<file path="src/rtl/riscv_pkg.sv">
// riscv_pkg: definitions shared by the fetch stage and `control`.
//   XLEN                    - address/instruction width (RV32I)
//   OP_*                    - major opcode encodings consumed by decode
//   *_LSB/*_MSB/*_BIT       - instruction field bit positions
//   fetch_entry_t           - one buffered instruction: {pc, instr}
package riscv_pkg;

    localparam int XLEN = 32;

    localparam logic [6:0] OP_R      = 7'b0110011;
    localparam logic [6:0] OP_LOAD   = 7'b0000011;
    localparam logic [6:0] OP_STORE  = 7'b0100011;
    localparam logic [6:0] OP_BRANCH = 7'b1100011;

    localparam int OPCODE_LSB = 0;
    localparam int OPCODE_MSB = 6;
    localparam int FUNCT3_LSB = 12;
    localparam int FUNCT3_MSB = 14;
    localparam int FUNCT7_5_BIT = 30;

    typedef struct packed {
        logic [XLEN-1:0] pc;
        logic [XLEN-1:0] instr;
    } fetch_entry_t;

endpackage

</file>
<file path="src/rtl/fetch_unit_if.sv">
// fetch_unit_if: instruction-memory channel between fetch and imem.
//   imem_req_valid/ready/addr  - in-order fetch request (valid/ready)
//   imem_resp_valid/data       - response word, returned in request order
// master: the fetch stage.  slave: the instruction memory.
interface fetch_unit_if;
    import riscv_pkg::*;

    logic            imem_req_valid;
    logic            imem_req_ready;
    logic [XLEN-1:0] imem_req_addr;
    logic            imem_resp_valid;
    logic [XLEN-1:0] imem_resp_data;

    modport master (
        output imem_req_valid, imem_req_addr,
        input  imem_req_ready, imem_resp_valid, imem_resp_data
    );

    modport slave (
        input  imem_req_valid, imem_req_addr,
        output imem_req_ready, imem_resp_valid, imem_resp_data
    );

endinterface

</file>
<file path="src/rtl/fetch_unit_fifo.sv">
// fetch_fifo: synchronous FIFO with flush.
//   push/push_data  - write (accepted when not full, or full with a pop)
//   pop             - remove head (ignored when empty)
//   flush           - empty the FIFO; wins over push/pop
//   head_data       - current head entry (stale when empty)
//   full/empty/count - occupancy status
module fetch_fifo #(
    parameter int WIDTH = 64,
    parameter int DEPTH = 2,
    localparam int PTR_W = (DEPTH > 1) ? $clog2(DEPTH) : 1,
    localparam int CNT_W = $clog2(DEPTH + 1)
) (
    input  logic             clk,
    input  logic             rst,
    input  logic             push,
    input  logic [WIDTH-1:0] push_data,
    input  logic             pop,
    input  logic             flush,
    output logic [WIDTH-1:0] head_data,
    output logic             full,
    output logic             empty,
    output logic [CNT_W-1:0] count
);

    logic [DEPTH-1:0][WIDTH-1:0] mem_q, mem_d;
    logic [PTR_W-1:0]            rd_ptr_q, rd_ptr_d;
    logic [PTR_W-1:0]            wr_ptr_q, wr_ptr_d;
    logic [CNT_W-1:0]            count_q, count_d;
    logic                        do_push, do_pop;

    // Pointers wrap explicitly so DEPTH need not be a power of two.
    function automatic logic [PTR_W-1:0] ptr_inc(input logic [PTR_W-1:0] p);
        return (p == PTR_W'(DEPTH - 1)) ? '0 : p + PTR_W'(1);
    endfunction

    assign full      = (count_q == CNT_W'(DEPTH));
    assign empty     = (count_q == '0);
    assign count     = count_q;
    assign head_data = mem_q[rd_ptr_q];

    always_comb begin
        do_pop   = pop && !empty;
        do_push  = push && (!full || do_pop);
        mem_d    = mem_q;
        rd_ptr_d = rd_ptr_q;
        wr_ptr_d = wr_ptr_q;
        count_d  = count_q;
        if (flush) begin
            rd_ptr_d = '0;
            wr_ptr_d = '0;
            count_d  = '0;
        end else begin
            if (do_push) begin
                mem_d[wr_ptr_q] = push_data;
                wr_ptr_d        = ptr_inc(wr_ptr_q);
            end
            if (do_pop)
                rd_ptr_d = ptr_inc(rd_ptr_q);
            if (do_push && !do_pop)
                count_d = count_q + CNT_W'(1);
            else if (!do_push && do_pop)
                count_d = count_q - CNT_W'(1);
        end
    end

    always_ff @(posedge clk) begin
        if (rst) begin
            rd_ptr_q <= '0;
            wr_ptr_q <= '0;
            count_q  <= '0;
        end else begin
            rd_ptr_q <= rd_ptr_d;
            wr_ptr_q <= wr_ptr_d;
            count_q  <= count_d;
        end
    end

    // Storage needs no reset: contents are only observed while non-empty.
    always_ff @(posedge clk) begin
        mem_q <= mem_d;
    end

endmodule

</file>
<file path="src/rtl/fetch_unit.sv">
// fetch_unit: instruction fetch stage feeding `control`.
//   clk, rst               - clock, synchronous active-high reset
//   imem (master)          - in-order fetch requests / responses
//   redirect_valid/pc      - taken branch/jump: flush and refetch
//   id_valid/ready         - decode handshake on the buffered head
//   id_pc/instr            - head PC and instruction word
//   id_opcode/funct3/funct7_5 - decode fields of id_instr
// XLEN is fixed by riscv_pkg.
module fetch_unit
    import riscv_pkg::*;
#(
    parameter logic [XLEN-1:0] RESET_PC  = 32'h0000_0000,
    parameter int              BUF_DEPTH = 2
) (
    input  logic              clk,
    input  logic              rst,
    fetch_unit_if.master      imem,
    input  logic              redirect_valid,
    input  logic [XLEN-1:0]   redirect_pc,
    output logic              id_valid,
    input  logic              id_ready,
    output logic [XLEN-1:0]   id_pc,
    output logic [XLEN-1:0]   id_instr,
    output logic [6:0]        id_opcode,
    output logic [2:0]        id_funct3,
    output logic              id_funct7_5
);

    localparam int CNT_W  = $clog2(BUF_DEPTH + 1);
    // Discard counter: stale responses can pile up across repeated
    // redirects while memory latency is long; 8 bits covers any sane latency.
    localparam int DISC_W = 8;

    logic [XLEN-1:0]   pc_q, pc_d;
    logic [DISC_W-1:0] discard_q, discard_d;

    logic              req_fire, resp_keep, pop_raw, id_pop, allowed;
    logic [CNT_W:0]    credit;
    logic [XLEN-1:0]   pcq_head;
    logic [CNT_W-1:0]  outstanding, buf_count;
    logic              pcq_full, pcq_empty, buf_full, buf_empty;
    logic [$bits(fetch_entry_t)-1:0] buf_head_raw;
    fetch_entry_t      buf_head, buf_push;
    logic              unused_flags;

    // Credit counts every slot a non-stale request will eventually need.
    // A pop this cycle frees one slot, so a full credit may still issue.
    assign pop_raw = id_valid && id_ready;
    assign credit  = {1'b0, outstanding} + {1'b0, buf_count};
    assign allowed = (credit < (CNT_W+1)'(BUF_DEPTH)) ||
                     ((credit == (CNT_W+1)'(BUF_DEPTH)) && pop_raw);

    assign imem.imem_req_valid = allowed && !redirect_valid && !rst;
    assign imem.imem_req_addr  = pc_q;

    assign req_fire  = imem.imem_req_valid && imem.imem_req_ready;
    assign resp_keep = imem.imem_resp_valid && (discard_q == '0) && !redirect_valid;
    assign id_pop    = pop_raw && !redirect_valid;

    // Addresses of live (non-discarded) requests in issue order; its
    // occupancy is the outstanding count.  Stale requests never enter
    // it after a redirect flush, so its head always matches the next kept word.
    fetch_fifo #(.WIDTH(XLEN), .DEPTH(BUF_DEPTH)) u_pc_queue (
        .clk       (clk),
        .rst       (rst),
        .push      (req_fire),
        .push_data (pc_q),
        .pop       (resp_keep),
        .flush     (redirect_valid),
        .head_data (pcq_head),
        .full      (pcq_full),
        .empty     (pcq_empty),
        .count     (outstanding)
    );

    assign buf_push = '{pc: pcq_head, instr: imem.imem_resp_data};

    fetch_fifo #(.WIDTH($bits(fetch_entry_t)), .DEPTH(BUF_DEPTH)) u_instr_buf (
        .clk       (clk),
        .rst       (rst),
        .push      (resp_keep),
        .push_data (buf_push),
        .pop       (id_pop),
        .flush     (redirect_valid),
        .head_data (buf_head_raw),
        .full      (buf_full),
        .empty     (buf_empty),
        .count     (buf_count)
    );

    assign unused_flags = &{1'b0, pcq_full, pcq_empty, buf_full};

    // Outputs read zero whenever nothing valid is at the head.
    assign buf_head    = buf_head_raw;
    assign id_valid    = !buf_empty;
    assign id_pc       = id_valid ? buf_head.pc    : '0;
    assign id_instr    = id_valid ? buf_head.instr : '0;
    assign id_opcode   = id_instr[OPCODE_MSB:OPCODE_LSB];
    assign id_funct3   = id_instr[FUNCT3_MSB:FUNCT3_LSB];
    assign id_funct7_5 = id_instr[FUNCT7_5_BIT];

    always_comb begin
        pc_d      = pc_q;
        discard_d = discard_q;
        if (redirect_valid) begin
            pc_d = {redirect_pc[XLEN-1:2], 2'b00};
            // Everything still in flight becomes stale, except a response
            // landing this cycle, which is dropped right now.
            discard_d = discard_q + DISC_W'(outstanding)
                        - DISC_W'(imem.imem_resp_valid);
        end else begin
            if (req_fire)
                pc_d = pc_q + XLEN'(4);
            if (imem.imem_resp_valid && (discard_q != '0))
                discard_d = discard_q - DISC_W'(1);
        end
    end

    always_ff @(posedge clk) begin
        if (rst) begin
            pc_q      <= RESET_PC;
            discard_q <= '0;
        end else begin
            pc_q      <= pc_d;
            discard_q <= discard_d;
        end
    end

endmodule
</file>
<file path="src/flat_wrapper.sv">
// flat-port wrapper written by rule: the top's interface ports become plain ports
module fetch_unit_flat import riscv_pkg::*;
#(
    parameter logic [XLEN-1:0] RESET_PC  = 32'h0000_0000,
    parameter int              BUF_DEPTH = 2
)
  (clk, rst, redirect_valid, redirect_pc, id_valid, id_ready, id_pc, id_instr, id_opcode, id_funct3, id_funct7_5, imem_imem_req_valid, imem_imem_req_addr, imem_imem_req_ready, imem_imem_resp_valid, imem_imem_resp_data);
  fetch_unit_if imem_i ();
  input  logic clk;
  input  logic rst;
  input  logic redirect_valid;
  input  logic [XLEN-1:0] redirect_pc;
  output logic id_valid;
  input  logic id_ready;
  output logic [XLEN-1:0] id_pc;
  output logic [XLEN-1:0] id_instr;
  output logic [6:0] id_opcode;
  output logic [2:0] id_funct3;
  output logic id_funct7_5;
  output wire logic [$bits(imem_i.imem_req_valid)-1:0] imem_imem_req_valid;
  output wire logic [$bits(imem_i.imem_req_addr)-1:0] imem_imem_req_addr;
  input wire logic [$bits(imem_i.imem_req_ready)-1:0] imem_imem_req_ready;
  input wire logic [$bits(imem_i.imem_resp_valid)-1:0] imem_imem_resp_valid;
  input wire logic [$bits(imem_i.imem_resp_data)-1:0] imem_imem_resp_data;
  assign imem_imem_req_valid = imem_i.imem_req_valid;
  assign imem_imem_req_addr = imem_i.imem_req_addr;
  assign imem_i.imem_req_ready = imem_imem_req_ready;
  assign imem_i.imem_resp_valid = imem_imem_resp_valid;
  assign imem_i.imem_resp_data = imem_imem_resp_data;
  fetch_unit #(.RESET_PC(RESET_PC), .BUF_DEPTH(BUF_DEPTH)) u_core (.clk(clk), .rst(rst), .imem(imem_i), .redirect_valid(redirect_valid), .redirect_pc(redirect_pc), .id_valid(id_valid), .id_ready(id_ready), .id_pc(id_pc), .id_instr(id_instr), .id_opcode(id_opcode), .id_funct3(id_funct3), .id_funct7_5(id_funct7_5));
endmodule
</file>
<file path="config.mk">
export PLATFORM = sky130hd
export DESIGN_NAME = fetch_unit_flat
export DESIGN_NICKNAME = d
export VERILOG_FILES = /design/src/rtl/riscv_pkg.sv /design/src/rtl/fetch_unit_if.sv /design/src/rtl/fetch_unit_fifo.sv /design/src/rtl/fetch_unit.sv /design/src/flat_wrapper.sv
export SDC_FILE = /design/constraint.sdc
export NUM_CORES = 1
export LEC_CHECK = 0
export ABC_AREA = 1
export CORE_ASPECT_RATIO = 0.9
export CORE_MARGIN = 4
export CORE_UTILIZATION = 50
export CTS_CLUSTER_DIAMETER = 100
export DETAILED_ROUTE_END_ITERATION = 7
export PLACE_DENSITY = 0.78
export SYNTH_ARGS = -nofsm -noshare
export SYNTH_HDL_FRONTEND = slang
export SYNTH_HIERARCHICAL = 1
export SYNTH_SLANG_ARGS = --single-unit
</file>
<file path="constraint.sdc">
create_clock -name clk -period 8.69 [get_ports clk]
set_input_delay 2.1725 -clock clk [delete_from_list [all_inputs] [get_ports clk]]
set_output_delay 2.1725 -clock clk [all_outputs]
set_load 0.005 [all_outputs]
</file>
==> flow_summary_export.csv <==
group,metric,value,unit
run_status,status,"completed",
critical_path,r2r-end,"u_core/u_pc_queue/mem_q[20]",
floorplanning,design.core.area,22000,µm²
sta,timing.hold.ws,0.536,ns
critical_path,worstSetupEndpointType,"primary output",
critical_path,cp.required,6.52,ns
global_route,grt_overflow,0,
sta,fin_crit,6.00,ns
clock_tree,cts-buffers-inserted,24,
critical_path,cp-start-kind,"primary input",
floorplanning,die_area,25100,µm²
clock_tree,insertion_delay,0.50,ns
worst_hold_path,hp-class,"reg2reg",
critical_path,crit_arrival,3.83,ns
worst_hold_path,whs_path_depth,2,
job,maxCapViolCount,0,
clock_tree,htreeDepth,1,
pwr,p_total,2.59,mW
place,dpl.hpwl,16.8,mm
pwr,vdd_ir_drop_max,145,µV
clock_tree,post_cts_buffers,0,
sta,finalClockSkew,0.00926,ns
critical_path,r2r_cells,10,
cells_and_area,fillerInstances,1755,
clock_tree,cts_resized,0,
cells_and_area,insertedDiodeCount,0,
floorplanning,ios,179,
clock_tree,cts_root_buf,"clkbuf_16",
cells_and_area,final_common_cell,"nand2_1",
clock_tree,cts_hold_buffers,0,
logic_synthesis,netlist_area,11300,µm²
clock_tree,cts.clk_slew.worst_paths,0.06,ns
pwr,p_leak,5.62,nW
global_route,antenna_found_initial,0,
detailed_routing,ant_nets,0,
place,port-buffer-count,174,
floorplanning,fp.dieH,151,µm
cells_and_area,drive_above_1_share,5.54,%
sta,hold_viol,0,
cells_and_area,finalNetCount,1485,
critical_path,cpPeakStageDelay,0.50,ns
cells_and_area,final_cells,1699,
critical_path,cp.depth,6,
sta,tightestPinTransition,0.918,ns
critical_path,cp_slowest_cell,"clkdlybuf4s50_1",
cells_and_area,final_area,13900,µm²
floorplanning,core.rowCount,51,
detailed_routing,wl,25.4,mm
place,place_ws,2.69,ns
clock_tree,cts_buffer_depth,3,
logic_synthesis,avgSynthCellArea,9.20,µm²
sta,slew_violations,0,
detailed_routing,via_per_inst,5.05,
logic_synthesis,syn-instance-count,1230,
clock_tree,cts_tree,"done",
critical_path,crit_start,"redirect_valid",
global_route,grt_pass1_wl,40.5,mm
cells_and_area,final_cell_mix,"nand2_1 (422), edfxtp_1 (192), clkdlybuf4s50_1 (174), inv_1 (153), nor2_1 (139)",
sta,fin_ws,2.69,ns
global_route,grt_usage,19.7,%
sta,post-route-period-util,69.1,%
critical_path,crit_fanout,35,
sta,fin_setup_tns,0,ns
critical_path,reg2reg_from,"u_core/u_instr_buf/count[0]",
critical_path,setup.worst_path.end,"imem_imem_req_valid",
floorplanning,die_w,167,µm
pwr,power_density,186,nW/µm²
cells_and_area,syn_to_final_growth,23.0,%
clock_tree,cts_sinks,238,
sta,fmax,167,MHz
logic_synthesis,ys.warnings.count,6,
critical_path,worstSetupPathType,"in2out",
critical_path,crit_family,"buffers and inverters",
global_route,grt_pass1_vias,7974,
floorplanning,initial_core_util,51.5,%
sta,grt_setup_unrepaired,"false",
sta,finalSetupViolations,0,
place,placed_area,13200,µm²
critical_path,regToRegSetupSlack,5.70,ns
detailed_routing,dr.pass1.iters,7,
sta,relSlewSlack,38.8,%
critical_path,path_cells,"clkdlybuf4s50_1, buf_4, nor3b_4, nand2_2, inv_1, clkdlybuf4s50_1",
detailed_routing,vias,8584,
detailed_routing,drt_iter0_drc,806,
global_route,grt_max_degree,66,
place,dpl.cell_count,1655,
critical_path,worst_path_most_repeated_cell,"clkdlybuf4s50_1",
critical_path,path_buf_inv,4,
detailed_routing,drc,0,
place,place.gp.congestion,0.929,
detailed_routing,wl_per_cell,15.0,µm
cells_and_area,utilization,63.4,%
## worst min path at each step
stage                                          endpoint                   startpoint
after floorplan             u_core/u_instr_buf/wr_ptr_q  u_core/u_instr_buf/wr_ptr_q
after global placement     u_core/u_instr_buf/mem_q[33]   u_core/u_pc_queue/mem_q[1]
after detailed placement  u_core/u_instr_buf/mem_q[100]   u_core/u_pc_queue/mem_q[4]
after CTS                  u_core/u_instr_buf/mem_q[52]  u_core/u_pc_queue/mem_q[52]
after global routing      u_core/u_instr_buf/mem_q[117]  u_core/u_pc_queue/mem_q[21]
final                               u_core/discard_q[2]          u_core/discard_q[2]
## area by class of cell
type	count	area [µm²]	area share [%]
Multi-Input combinational cell	783	3680	26.5
Sequential cell	238	6690	48.1
Tap cell	291	364	2.62
Inverter	158	593	4.26
Clock inverter	10	95.1	0.684
Timing Repair Buffer	185	1820	13.1
Clock buffer	34	659	4.74
## registers in the layout (all words and copies together) (netlist names)
signal and cells:
u_core/u_instr_buf/mem_q 128, u_core/u_instr_buf/count 2, u_core/u_pc_queue/count 2, u_core/u_pc_queue/mem_q 64
u_core/u_pc_queue/rd_ptr_q 1, u_core/u_instr_buf/wr_ptr_q 1, u_core/u_instr_buf/rd_ptr_q 1, u_core/discard_q 8
u_core/imem.imem_req_addr 30, u_core/u_pc_queue/wr_ptr_q 1
## power by group
part	switching, mW	internal (mW)	total, mW	leakage (nW)
Clock	0.404	0.586	0.991	0.360
Combinational	0.173	0.139	0.312	3.14
Sequential	0.0312	1.26	1.29	2.12
Total	0.608	1.98	2.59	5.62
## worst reg2reg max path, delay by kind of cell (launching register included)
family        cells  cell delay [ns]
simple gates      5             0.95
buf+inv           3             0.50
fa+ha+maj         2             0.69
flops             1             0.49
## per-layer routing
metal	global-route usage (%)	share of wire, %	vias up
met3	2.86	7.1	35
met5	0	0	-
met1	27.8	45	3971
met2	32.9	46	345
li1	-	-	4233
met4	4.09	1.8	0
(Power assumes the default switching activity.)
